$ cat src/rtl/box_motion_controller.sv
// rtl/box_motion_controller.sv - PS/2 scan-code driven box position, size and colour controller
// Decodes set-2 make/break sequences and steps the box once per frame tick.
module box_motion_controller #(
  parameter int RES_WIDTH  = 640,
  parameter int RES_HEIGHT = 480,
  parameter int STEP       = 4,
  parameter int INIT_SIZE  = 40,
  parameter int MIN_SIZE   = 8,
  parameter int MAX_SIZE   = 200,
  parameter int SIZE_STEP  = 8
) (
  input  logic       clock,
  input  logic       reset_n,
  input  logic [7:0] scan_code,
  input  logic       scan_valid,
  input  logic       frame_tick,
  output logic [9:0] boxX,
  output logic [9:0] boxY,
  output logic [9:0] boxSize,
  output logic [3:0] red,
  output logic [3:0] green,
  output logic [3:0] blue
);

  localparam logic [10:0] W11       = 11'(RES_WIDTH);
  localparam logic [10:0] H11       = 11'(RES_HEIGHT);
  localparam logic [10:0] STEP11    = 11'(STEP);
  localparam logic [10:0] INIT11    = 11'(INIT_SIZE);
  localparam logic [10:0] MIN11     = 11'(MIN_SIZE);
  localparam logic [10:0] MAX11     = 11'(MAX_SIZE);
  localparam logic [10:0] SSTEP11   = 11'(SIZE_STEP);
  localparam logic [10:0] INIT_X    = 11'((RES_WIDTH - INIT_SIZE) / 2);
  localparam logic [10:0] INIT_Y    = 11'((RES_HEIGHT - INIT_SIZE) / 2);

  localparam logic [7:0] CODE_EXT   = 8'hE0;
  localparam logic [7:0] CODE_BRK   = 8'hF0;
  localparam logic [7:0] CODE_UP    = 8'h75;
  localparam logic [7:0] CODE_DOWN  = 8'h72;
  localparam logic [7:0] CODE_LEFT  = 8'h6B;
  localparam logic [7:0] CODE_RIGHT = 8'h74;
  localparam logic [7:0] CODE_GROW  = 8'h55;
  localparam logic [7:0] CODE_SHRNK = 8'h4E;
  localparam logic [7:0] CODE_COLOR = 8'h29;

  typedef enum logic [1:0] {IDLE, EXT, BRK, EXT_BRK} state_t;

  state_t      state, state_nxt;
  logic        plain_make, ext_make, ext_break;
  logic [3:0]  held, held_nxt, key_hit;
  logic [10:0] size_q, size_nxt;
  logic [2:0]  idx_q, idx_nxt;
  logic [10:0] x_q, y_q, x_nxt, y_nxt;

  always_ff @(posedge clock or negedge reset_n) begin
    if (!reset_n) state <= IDLE;
    else          state <= state_nxt;
  end

  always_comb begin
    state_nxt  = state;
    plain_make = 1'b0;
    ext_make   = 1'b0;
    ext_break  = 1'b0;
    if (scan_valid) begin
      unique case (state)
        IDLE: begin
          if (scan_code == CODE_EXT)      state_nxt = EXT;
          else if (scan_code == CODE_BRK) state_nxt = BRK;
          else                            plain_make = 1'b1;
        end
        EXT: begin
          if (scan_code == CODE_BRK) state_nxt = EXT_BRK;
          else begin
            ext_make  = 1'b1;
            state_nxt = IDLE;
          end
        end
        BRK: state_nxt = IDLE;
        EXT_BRK: begin
          ext_break = 1'b1;
          state_nxt = IDLE;
        end
        default: state_nxt = IDLE;
      endcase
    end
  end

  // held bit order: {up, down, left, right}
  always_comb begin
    key_hit = {scan_code == CODE_UP, scan_code == CODE_DOWN,
               scan_code == CODE_LEFT, scan_code == CODE_RIGHT};
    held_nxt = held;
    if (ext_make)       held_nxt = held | key_hit;
    else if (ext_break) held_nxt = held & ~key_hit;
  end

  always_comb begin
    size_nxt = size_q;
    idx_nxt  = idx_q;
    if (plain_make) begin
      if (scan_code == CODE_GROW)
        size_nxt = (size_q + SSTEP11 > MAX11) ? MAX11 : size_q + SSTEP11;
      else if (scan_code == CODE_SHRNK)
        size_nxt = (size_q < MIN11 + SSTEP11) ? MIN11 : size_q - SSTEP11;
      else if (scan_code == CODE_COLOR)
        idx_nxt = (idx_q == 3'd7) ? 3'd1 : idx_q + 3'd1;
    end
  end

  function automatic logic [10:0] step_axis(input logic [10:0] pos,
                                            input logic [10:0] lim,
                                            input logic        dec,
                                            input logic        inc);
    logic [10:0] p;
    p = pos;
    if (dec && !inc)      p = (pos < STEP11) ? 11'd0 : pos - STEP11;
    else if (inc && !dec) p = (pos + STEP11 > lim) ? lim : pos + STEP11;
    // final clamp also pulls the box back after a size grow
    if (p > lim) p = lim;
    return p;
  endfunction

  always_comb begin
    x_nxt = x_q;
    y_nxt = y_q;
    if (frame_tick) begin
      x_nxt = step_axis(x_q, W11 - size_q, held[1], held[0]);
      y_nxt = step_axis(y_q, H11 - size_q, held[3], held[2]);
    end
  end

  always_ff @(posedge clock or negedge reset_n) begin
    if (!reset_n) begin
      held   <= 4'd0;
      size_q <= INIT11;
      idx_q  <= 3'd7;
      x_q    <= INIT_X;
      y_q    <= INIT_Y;
    end else begin
      held   <= held_nxt;
      size_q <= size_nxt;
      idx_q  <= idx_nxt;
      x_q    <= x_nxt;
      y_q    <= y_nxt;
    end
  end

  assign boxX    = x_q[9:0];
  assign boxY    = y_q[9:0];
  assign boxSize = size_q[9:0];
  assign red     = {4{idx_q[2]}};
  assign green   = {4{idx_q[1]}};
  assign blue    = {4{idx_q[0]}};

  logic unused_msb;
  assign unused_msb = x_q[10] ^ y_q[10] ^ size_q[10];

endmodule
$ cat config.mk
export PLATFORM = sky130hd
export DESIGN_NAME = box_motion_controller
export DESIGN_NICKNAME = d
export VERILOG_FILES = /design/src/rtl/box_motion_controller.sv
export SDC_FILE = /design/constraint.sdc
export NUM_CORES = 1
export LEC_CHECK = 0
export ABC_AREA = 1
export BUFFER_PORTS_ARGS = -buffer_cell sky130_fd_sc_hd__buf_2
export CORE_MARGIN = 10
export CORE_UTILIZATION = 45
export CTS_BUF_LIST = sky130_fd_sc_hd__clkbuf_8
export DETAILED_ROUTE_END_ITERATION = 7
export PLACE_DENSITY = 0.7
export SKIP_LAST_GASP = 1
export SLEW_MARGIN = 25
export SYNTH_ARGS = -nofsm -noshare
export SYNTH_HDL_FRONTEND = slang
export SYNTH_SLANG_ARGS = --single-unit
$ cat constraint.sdc
create_clock -name clock -period 4.9 [get_ports clock]
set_input_delay 0.98 -clock clock [delete_from_list [all_inputs] [get_ports clock]]
set_output_delay 0.98 -clock clock [all_outputs]
set_load 0.02 [all_outputs]
==> qor.csv, run 1 <==
stage;metric;value;unit
timing;Least-Margin Pin Slew;809.5;ps
pwr;NetSw;1144;uW
route;number of vias per cell;5.214;
yosys;Syn Inst Count;794;
clock_tree;H-Tree Depth;2;
route;routed len/inst;14.61;um
floorplanning;Core Rows;38;
yosys;synth warn;0;
pwr;Int Pwr;986.3;uW
worst_setup_path;Crit Path Max Fanout;10;
timing;f_max;221.7;MHz
worst_setup_path;CP most frequent cell;nand2_1;
min_path;Hold WC Path Type;flip-flop to flip-flop;
pwr;combinational power share;63.4;%
yosys;Post-Syn Area;5114;sq um
yosys;Synth async-reset ratio;100.0;%
final_layout;fillers;1136;
worst_setup_path;r2r setup slk;390;ps
floorplanning;die height;126.6;um
yosys;Primary FF master, synth;dfrtp_1;
clock_tree;CTS tree;built;
worst_setup_path;CP Capture Type;flip-flop;
global_route;first-pass GRT wire length;23100;um
clock_tree;Reg clk slew, reported paths;90;ps
floorplanning;Die Width;126.6;um
timing;Hold Slack;499.1;ps
worst_setup_path;R2R depth;28;
pwr;Reg power frac;25.2;%
worst_setup_path;CP max stage cell;dfstp_2;
route;drt pass-1 iters;5;
timing;clk_skew;17.45;ps
global_route;total grt overflow;0;
worst_setup_path;R2R Path End;x_q[7];
timing;max_slew headroom;45.83;%
global_route;vias in the first global route;4552;
pwr;VDD IR max;0.2446;mV
yosys;register area share after synthesis;19.43;%
route;Post-Route WL;13840;um
timing;RSZ-0062 raised after global routing;yes;
place;gp weighted congestion;0.9558;
worst_setup_path;WP data required;5100;ps
yosys;Distinct cells, synth;46;
timing;final hold violation count;0;
route;DRC viols;0;
worst_setup_path;Critical Path End;x_q[7];
timing;final setup vio count;0;
final_layout;Net count, final;852;
pwr;Lkg Pwr;0.002817;uW
clock_tree;Num CTS Buffers;5;
clock_tree;CTS Root Buffer Type;clkbuf_8;
worst_setup_path;Critical R2R Launch;size_q[3];
global_route;GR Util All Layers;17.06;%
yosys;Mean Syn Cell Area;6.440;sq um
pwr;sw frac;53.70;%
worst_setup_path;crit-path max cell delay;630;ps
worst_setup_path;WS Path Type;flip-flop to flip-flop;
floorplanning;core area;10980;sq um
floorplanning;initial core utilization;46.56;%
timing;minimum clock period;4512;ps
final_layout;fin util;48.66;%
final_layout;most frequent cells in the layout;192 x nand2_1, 91 x inv_1, 71 x nand3_1;
timing;Slew Limit Fails;0;
clock_tree;CTS Sinks;39;
pwr;P per Cell Area;398.6;nW/um^2
clock_tree;Clock Latency Late Sink;310;ps
global_route;largest net degree at the start of global routing;40;
yosys;Synth Register Bits;39;
final_layout;Layout area overhead;4.502;%
timing;Final period util;92.07;%
route;First DRT Iteration DRCs;392;
clock_tree;Max Root-Sink Buffers;2;
flow_run;MaxCap Viol Count;0;
place;dpl hpwl;10910;um
route;DRT antenna net count;0;
final_layout;commonest non-fill, non-tap cell in the layout;nand2_1;
place;Buffers on Ports;50;
final_layout;Inserted Diodes;0;
route;Via Count;4938;
worst_setup_path;startpoint types;flip-flop;
final_layout;layout cells sized above 1;20.32;%
pwr;clock share of power;11.5;%
run_status;status;finished clean;
worst_setup_path;worst path arrival time;4710;ps
worst_setup_path;Critical Path Source;size_q[3];
yosys;number of synthesized flops with an enable pin;0;
floorplanning;Die ar.;16030;sq um
global_route;initial antenna violation count;0;
floorplanning;# IOs;54;
## worst max-delay path, delay by kind of cell (launching register included)
family / cells / cell delay (ps)
AOI/OAI and AO/OA: 3 / 390
xor gates and xnor gates: 1 / 200
adders and majority gates: 3 / 840
buffers and inverters: 4 / 430
DFF: 1 / 630
and+or+nand+nor: 17 / 1910
## stage by stage
step | instance area [sq um] | setup TNS [ps] | power (uW) | setup slack (ps) | cells
3_3_place_gp | 5220 | 0 | 1860 | 360.8 | 938
4_1_cts | 5309 | 0 | 2126 | 282.8 | 946
2_1_floorplan | 5121 | 0 | 1610 | 668.6 | 796
3_5_place_dp | 5220 | 0 | 1872 | 295.4 | 938
6_report | 5344 | 0 | 2130 | 388.5 | 947
5_1_grt | 5344 | -4.079 | 2348 | -4.079 | 947
## power groups by stage
stage	Combinational [uW]	Sequential (uW)	Clock, uW
after floorplan	1130	475	0
after global placement	1320	542	0
after detailed placement	1330	539	0
after CTS	1340	535	253
after global routing	1540	551	261
final	1350	536	244
## cell usage after synthesis (5+ instances only)
master / number / area, sq um
inv_1: 92 / 345.3
ha_1: 34 / 425.4
xor2_1: 28 / 245.2
clkbuf_1: 5 / 18.77
inv_2: 11 / 41.29
nand3_1: 71 / 355.3
buf_2: 6 / 30.03
nand2_1: 192 / 720.7
o21ai_1: 7 / 35.03
nand3_2: 16 / 160.2
nor2_4: 5 / 56.30
nor2_2: 6 / 37.54
dfstp_2: 14 / 367.9
a21oi_1: 24 / 120.1
nand4_1: 14 / 87.58
nor3_1: 16 / 80.08
buf_4: 43 / 322.8
o211ai_1: 9 / 67.56
nand2_2: 29 / 181.4
o21ai_0: 34 / 170.2
dfrtp_1: 25 / 625.6
nor2_1: 67 / 251.5
## repair_timing
action / 4_1_cts / 5_1_grt
resized for setup: 0 / 6
hold buffers: 0 / 0
endpoints found under the setup margin: 0 / 17
buffers inserted: 0 / 1
## routing by layer
metal / part of all wire (%) / up-vias / global-route usage [%]
met3: 4.5 / 30 / 2.582
met5: 0 / - / 0
met1: 46 / 2204 / 22.78
met2: 46 / 127 / 27.58
met4: 2.5 / 0 / 5.224
li1: - / 2577 / -
## state kept, by name, summed over array words and instances, names as in the netlist
signal  flops
x_q        11
y_q        11
size_q      8
state       2
idx_q       3
held        4
## cell families (layout without fill, tap and decap cells)
group                    after synthesis  in the layout  share of synthesized area, %
adder cells (fa/ha/maj)               34             34                         8.319
other                                  1              3                       0.07333
buffers and inverters                159            170                         14.97
AO/OA/AOI/OAI                        100            100                         11.57
flip-flops                            39             39                         19.43
AND/OR/NAND/NOR                      431            431                         40.49
XOR/XNOR                              30             30                         5.138
## final cells by class
type / count / area [sq um] / share of cell area [%]
inverters: 105 / 397.9 / 7.446
clock inverters: 3 / 20.02 / 0.3746
flip-flops and latches: 39 / 993.5 / 18.59
multi-input cells: 598 / 3383 / 63.31
well taps: 140 / 175.2 / 3.278
clock buffers: 5 / 68.82 / 1.288
repair buffers: 57 / 305.3 / 5.713
## worst min-delay path by stage
stage                         from        to  slack, ps  cells after the start
final                     idx_q[1]  idx_q[1]        500                      2
after global routing      idx_q[1]  idx_q[1]        510                      2
after CTS                 idx_q[1]  idx_q[1]        500                      2
after detailed placement  idx_q[1]  idx_q[1]        490                      2
after global placement     held[3]   held[3]        480                      2
after floorplan            held[3]   held[3]        450                      2
(Power assumes the default switching activity.)
==> inputs of run 2 (changes only) <==
--- a/config.mk
+++ b/config.mk
@@ -11,7 +11,9 @@
 export CORE_UTILIZATION = 45
 export CTS_BUF_LIST = sky130_fd_sc_hd__clkbuf_8
 export DETAILED_ROUTE_END_ITERATION = 7
+export MAX_ROUTING_LAYER = met4
 export PLACE_DENSITY = 0.7
+export RECOVER_POWER = 100
 export SKIP_LAST_GASP = 1
 export SLEW_MARGIN = 25
 export SYNTH_ARGS = -nofsm -noshare
==> run 2 against run 1 <==
  * Register-to-register slack better by 60 ps
  * Sequential cell count is the same
  * Largest power group unchanged
  * Critical path type unchanged
  * Clock skew decreased by 10 ps
  * Power fell by 0.54%
  * The run now ends with max-capacitance violations, max-slew violations left
  * Critical path depth did not move
  * Utilization is essentially flat
  * Via count grew 1.2%
==> qor.csv, run 2 (synthesis results as in run 1) <==
stage;metric;value;unit;change
pwr;VDD IR max;0.2684;mV;+9.7%
final_layout;fillers;1161;;+2.2%
timing;clk_skew;7.185;ps;-10.27 ps
global_route;vias in the first global route;4764;;+4.7%
worst_setup_path;WS Path Type;flip-flop to flip-flop;;
global_route;GR Util All Layers;17.66;%;+0.61 points
global_route;total grt overflow;0;;unchanged
global_route;first-pass GRT wire length;23600;um;+2.2%
clock_tree;CTS tree;built;;
final_layout;Inserted Diodes;0;;unchanged
route;DRC viols;0;;unchanged
global_route;largest net degree at the start of global routing;40;;unchanged
floorplanning;Die Width;126.6;um;unchanged
run_status;failing checks;max-capacitance violations, max-slew violations;;
min_path;Hold WC Path Type;flip-flop to flip-flop;;
route;routed len/inst;14.63;um;+0.15%
worst_setup_path;CP max stage cell;dfstp_2;;
floorplanning;initial core utilization;46.56;%;unchanged
route;DRT antenna net count;0;;unchanged
floorplanning;die height;126.6;um;unchanged
route;Post-Route WL;13950;um;+0.78%
timing;Slew Limit Fails;40;;+40
timing;setup TNS;0;ps;unchanged
global_route;initial antenna violation count;0;;unchanged
worst_setup_path;r2r setup slk;440;ps;+60 ps
clock_tree;H-Tree Depth;2;;unchanged
final_layout;Layout area overhead;4.600;%;about the same
clock_tree;CTS Sinks;39;;unchanged
floorplanning;# IOs;54;;unchanged
timing;minimum clock period;4456;ps;-55.83 ps
pwr;P per Cell Area;396.1;nW/um^2;-0.63%
timing;Least-Margin Pin Slew;2255;ps;+1445 ps
timing;final setup vio count;0;;unchanged
route;drt pass-1 iters;5;;unchanged
place;Buffers on Ports;50;;unchanged
place;gp weighted congestion;0.9601;;+0.45%
clock_tree;Clock Latency Late Sink;290;ps;-20 ps
final_layout;commonest non-fill, non-tap cell in the layout;nand2_1;;
final_layout;cell area after layout;5349;sq um;about the same
route;number of vias per cell;5.244;;+0.58%
place;dpl hpwl;10920;um;about the same
clock_tree;Max Root-Sink Buffers;2;;unchanged
pwr;Lkg Pwr;0.002763;uW;-1.9%
route;Via Count;4998;;+1.2%
place;placed insts;940;;+0.21%
final_layout;most frequent cells in the layout;192 x nand2_1, 92 x inv_1, 71 x nand3_1;;
floorplanning;Core Rows;38;;unchanged
floorplanning;Die ar.;16030;sq um;unchanged
worst_setup_path;startpoint types;flip-flop;;
timing;max_slew headroom;-50.31;%;-96 points
clock_tree;Reg clk slew, reported paths;80;ps;about the same
final_layout;non-filler cells, final;953;;+0.63%
timing;f_max;224.4;MHz;+1.3%
worst_setup_path;worst path arrival time;4640;ps;-70 ps
floorplanning;core area;10980;sq um;unchanged
final_layout;Net count, final;858;;+0.70%
final_layout;layout cells sized above 1;16.24;%;-4.1 points
timing;Final period util;90.93;%;-1.1 points
clock_tree;CTS Root Buffer Type;clkbuf_8;;
place;dpl cell area;5235;sq um;+0.29%
timing;final hold violation count;0;;unchanged
flow_run;MaxCap Viol Count;1;;+1
clock_tree;Num CTS Buffers;5;;unchanged
final_layout;biggest regs;x_q: 11 flops, y_q: 11 flops, size_q: 8 flops;;
worst_setup_path;CP Capture Type;flip-flop;;
timing;Hold Slack;499.6;ps;+0.5430 ps
run_status;status;complete, but fails checks;;
route;First DRT Iteration DRCs;347;;-11%
worst_setup_path;CP most frequent cell;nand2_1;;
worst_setup_path;Crit Path Max Fanout;10;;unchanged
worst_setup_path;crit-path max cell delay;620;ps;about the same
worst_setup_path;WP data required;5080;ps;-20 ps
==> run 2: cell count changes in the layout (fill, tap and decap cells not counted), sizes merged <==
cell,previous run,this run
clkbuf,5,38
buf,57,30
clkinvlp,3,1
inv,102,104
==> run 2: metrics by stage <==
stage,worst slack (ps),util (%),total power [uW]
2_1_floorplan,668.6,-,1610
3_3_place_gp,369.1,47.66,1859
3_5_place_dp,246.0,47.66,1867
4_1_cts,206.5,48.41,2091
5_1_grt,-10.76,48.70,2349
6_report,444.3,48.70,2119
==> run 2: critical path, delay by kind of cell, from the launching register on <==
| kind | cells | cell delay (ps) |
|---|---|---|
| buffers and inverters | 4 | 370 |
| AOI/OAI and AO/OA | 3 | 400 |
| DFF | 1 | 620 |
| adders and majority gates | 3 | 830 |
| xor gates and xnor gates | 1 | 210 |
| and+or+nand+nor | 17 | 1890 |
==> run 2: cell type report <==
class,instances,area [sq um],area share (%)
clock buffers,5,68.82,1.287
multi-input cells,598,3396,63.49
flip-flops and latches,39,993.5,18.57
well taps,140,175.2,3.275
repair buffers,63,305.3,5.708
clock inverters,3,12.51,0.2339
inverters,105,397.9,7.439
==> run 2: power by group <==
group / internal (uW) / switching, uW
Clock: 96.0 / 120
Combinational: 485 / 886
Sequential: 405 / 127
==> run 2: per-layer routing <==
layer / global-route usage (%) / up-vias / routed length (um)
met5: - / - / 0
li1: - / 2575 / -
met3: 2.874 / 31 / 641
met1: 22.35 / 2247 / 6422
met2: 28.19 / 145 / 6510
met4: 5.492 / 0 / 372
==> run 2: worst paths after layout <==
| path | start | end | depth (start not counted) |
|---|---|---|---|
| max | size_q[3] | x_q[7] | 28 |
| min | idx_q[1] | idx_q[1] | 2 |
| max reg2reg | size_q[3] | x_q[7] | 28 |
| min reg2reg | idx_q[1] | idx_q[1] | 2 |
| max in group asynchronous | reset_n | x_q[9] | 1 |
| min in group asynchronous | reset_n | state[0] | 1 |
==> run 2: what timing repair did <==
item,in CTS,in global routing
endpoints found under the setup margin,0,13
hold buffers,0,0
gates resized for setup,0,8
buffers inserted,0,5
==> inputs of run 3 (changes only) <==
--- a/config.mk
+++ b/config.mk
@@ -5,7 +5,6 @@
 export SDC_FILE = /design/constraint.sdc
 export NUM_CORES = 1
 export LEC_CHECK = 0
-export ABC_AREA = 1
 export BUFFER_PORTS_ARGS = -buffer_cell sky130_fd_sc_hd__buf_2
 export CORE_MARGIN = 10
 export CORE_UTILIZATION = 45
==> run 3 against run 2 <==
  * The run ends with max-capacitance violations, max-slew violations, negative setup slack left
  * Via count up 6.4%
  * Synthesized area is 5.3% lower
  * Clock skew up 4.7 ps
  * Sequential share of layout area fell by 2.1 points
  * Highest routed layer unchanged
  * Critical endpoint is now x_q[4]
  * Clock-buffer cell count unchanged
  * Register-to-register slack got worse by 610 ps
  * Final cell count shrank 12%
  * Critical path depth shrank 4
  * Wire length up 18%
  * Worst setup slack got worse by 610 ps
  * Utilization rose by 9.1 points
  * Sequential power decreased by 19%
  * Largest cell class unchanged
==> qor.csv, run 3 <==
stage;metric;value;unit;change
yosys;Mean Syn Cell Area;7.637;sq um;+19%
final_layout;commonest non-fill, non-tap cell in the layout;buf_4;;
place;dpl cell area;5339;sq um;+2.0%
clock_tree;cts hold-fix bufs;0;;unchanged
global_route;total grt overflow;0;;unchanged
worst_setup_path;worst path arrival time;5250;ps;+610 ps
global_route;largest net degree at the start of global routing;40;;unchanged
worst_setup_path;startpoint types;flip-flop;;
place;Buffers on Ports;50;;unchanged
global_route;initial antenna violation count;1;;+1
clock_tree;CTS tree;built;;
clock_tree;Reg clk slew, reported paths;90;ps;about the same
global_route;vias in the first global route;5044;;+5.9%
timing;Slew Limit Fails;40;;unchanged
yosys;Post-Syn Area;4842;sq um;-5.3%
pwr;VDD IR max;0.2054;mV;-23%
floorplanning;die height;123.7;um;-2.3%
route;Via Count;5318;;+6.4%
yosys;Distinct cells, synth;78;;+70%
pwr;Int Pwr;1008;uW;+2.2%
final_layout;cell area after layout;6016;sq um;+12%
route;First DRT Iteration DRCs;454;;+31%
route;Post-Route WL;16420;um;+18%
timing;Worst Slack Setup Final;-170.4;ps;-614.7 ps
clock_tree;Clock Latency Late Sink;300;ps;about the same
pwr;clock share of power;18.8;%;+8.6 points
pwr;Reg power frac;24.1;%;-1.0 points
final_layout;fillers;945;;-19%
place;worst slack at placement;-150.0;ps;-395.9 ps
pwr;P per Cell Area;298.0;nW/um^2;-25%
pwr;combinational power share;57.1;%;-7.6 points
final_layout;layout cells sized above 1;29.23;%;+13 points
worst_setup_path;WP data required;5080;ps;about the same
route;routed len/inst;19.66;um;+34%
worst_setup_path;Crit Path Max Fanout;6;;-4
timing;RSZ-0062 raised after global routing;yes;;
route;drt pass-1 iters;7;;+2
yosys;Synth area leader;dfrtp_1;;
floorplanning;initial core utilization;46.49;%;-0.073 points
yosys;Synth top cells by count;51 x nand2_1, 48 x nor2_1, 39 x buf_4;;
yosys;Syn Inst Count;634;;-20%
place;gp weighted congestion;1.044;;+8.8%
timing;Hold Slack;530.3;ps;+30.64 ps
final_layout;flip-flop and latch area;993.5;sq um;unchanged
flow_run;MaxCap Viol Count;1;;unchanged
yosys;Synth async-reset ratio;100.0;%;unchanged
final_layout;most frequent cells in the layout;65 x buf_4, 49 x nand2_1, 45 x nor2_1;;
worst_setup_path;CP Capture Type;flip-flop;;
final_layout;fin util;57.75;%;+9.1 points
timing;Final period util;103.5;%;+13 points
run_status;status;complete, but fails checks;;
place;dpl hpwl;11830;um;+8.3%
timing;clk_skew;11.90;ps;+4.711 ps
global_route;first-pass GRT wire length;25160;um;+6.6%
timing;f_max;197.2;MHz;-12%
floorplanning;Core Rows;37;;-2.6%
yosys;top post-synthesis cells by area;dfrtp_1 13%, ha_1 8.8%, dfstp_2 7.6%, buf_4 6.0%, nand2_1 4.0%;;
timing;final hold violation count;0;;unchanged
yosys;Primary FF master, synth;dfrtp_1;;
route;DRT antenna net count;0;;unchanged
route;DRC viols;0;;unchanged
final_layout;area of the multi-input gates;3769;sq um;+11%
clock_tree;Max Root-Sink Buffers;2;;unchanged
pwr;NetSw;784.8;uW;-31%
pwr;Lkg Pwr;0.002496;uW;-9.6%
yosys;synth warn;0;;unchanged
yosys;most numerous cell in the Yosys netlist;nand2_1;;
route;number of vias per cell;6.369;;+21%
timing;max_slew headroom;-53.54;%;-3.2 points
global_route;GR Util All Layers;20.72;%;+3.1 points
min_path;Hold WC Path Type;flip-flop to flip-flop;;
final_layout;Layout area overhead;24.24;%;
yosys;post-synth top area share;12.92;%;-1.2 points
yosys;register area share after synthesis;20.52;%;+1.1 points
run_status;failing checks;max-capacitance violations, max-slew violations, negative setup slack;;
final_layout;biggest regs;x_q: 11 flops, y_q: 11 flops, size_q: 8 flops;;
timing;minimum clock period;5070;ps;+614.7 ps
floorplanning;Die Width;123.7;um;-2.3%
clock_tree;CTS Root Buffer Type;clkbuf_8;;
yosys;Synth Register Bits;39;;unchanged
clock_tree;Num CTS Buffers;5;;unchanged
floorplanning;core area;10420;sq um;-5.2%
floorplanning;Die ar.;15310;sq um;-4.5%
floorplanning;# IOs;54;;unchanged
final_layout;Net count, final;743;;-13%
pwr;sw frac;43.79;%;-9.7 points
timing;Least-Margin Pin Slew;2303;ps;+48.47 ps
yosys;number of synthesized flops with an enable pin;0;;unchanged
worst_setup_path;WS Path Type;flip-flop to flip-flop;;
clock_tree;CTS Sinks;39;;unchanged
timing;final setup vio count;7;;+7
clock_tree;H-Tree Depth;2;;unchanged
run 3: cell types whose count changed in the layout (fill, tap and decap cells not counted), sizes merged, moves of 11 or more:
cell / delta
xnor2: +16
nor2: -30
a21oi: +13
nand3: -51
buf: +69
xor2: -18
nand2: -174
o21a: +11
inv: -71
run 3: worst max-delay path, cell delays in order, from the launching register on:
cell       delay (ps)
dfstp_2           570
ha_4              150
nand2_4            60
inv_2              80
nand2_1            60
xor2_1            180
inv_1             100
ha_4              220
and4_4            150
or3_1             310
o21ai_1           140
a41o_1            290
o21ai_4           100
mux2i_2           220
o221ai_2          150
ha_1              350
o21a_1            200
o21a_1            170
o21a_1            200
o21bai_4          190
a31oi_4           110
a221o_1           460
o31ai_4           150
nor2b_1           220
o2bb2ai_1         100
run 3: power groups by stage:
stage,registers [uW],logic (uW),clock network [uW]
2_1_floorplan,431,624,0
3_3_place_gp,423,856,0
3_5_place_dp,427,871,0
4_1_cts,425,913,337
5_1_grt,438,1100,353
6_report,431,1020,337
run 3: worst paths after layout:
path,end,startpoint,cells past startpoint,slack (ps)
max,x_q[4],x_q[2],24,-170
min,idx_q[0],idx_q[0],2,530
max reg2reg,x_q[4],x_q[2],24,-170
min reg2reg,idx_q[0],idx_q[0],2,530
max in group asynchronous,size_q[8],reset_n,1,2230
min in group asynchronous,y_q[5],reset_n,1,1360
run 3: stage by stage:
stage / instances / setup TNS [ps] / total power (uW)
after floorplan: 636 / -3.640 / 1055
final: 835 / -855.1 / 1792
after global routing: 835 / -3517 / 1889
after global placement: 809 / -155.0 / 1279
after CTS: 826 / -1.161 / 1675
after detailed placement: 809 / -1089 / 1298
run 3: cell families after synthesis:
family,count (synthesis),share of synthesized area [%]
flip-flops,39,20.52
AO/OA/AOI/OAI,184,26.93
multiplexers,14,2.997
adder cells (fa/ha/maj),35,8.992
XOR/XNOR,29,5.685
other,1,0.07745
buffers and inverters,108,11.73
AND/OR/NAND/NOR,224,23.07
run 3: final cells by class:
cell class                      count  area share, %
Multi-Input combinational cell    490          62.65
Clock buffer                        5          1.144
Tap cell                          136          2.829
Antenna cell                        1        0.04160
Inverter                           34          2.246
Clock inverter                      3          1.123
Timing Repair Buffer              127          13.46
Sequential cell                    39          16.51
run 3: what timing repair did:
item / 4_1_cts / 5_1_grt
setup endpoints to repair: 16 / 20
buffers inserted: 8 / 8
gates cloned: 1 / 0
resized for setup: 21 / 57
pin swaps: 15 / 20
run 3: layer usage:
layer  vias to the layer above  routed length [um]  GRT usage (%)  share of wire (%)
li1                       2437                   -              -                  -
met1                      2518                6762          26.70                 41
met2                       308                7519          32.62                 46
met3                        55                1652          3.575                 10
met4                         0                 485          5.968                3.0
met5                         -                   0              -                  0
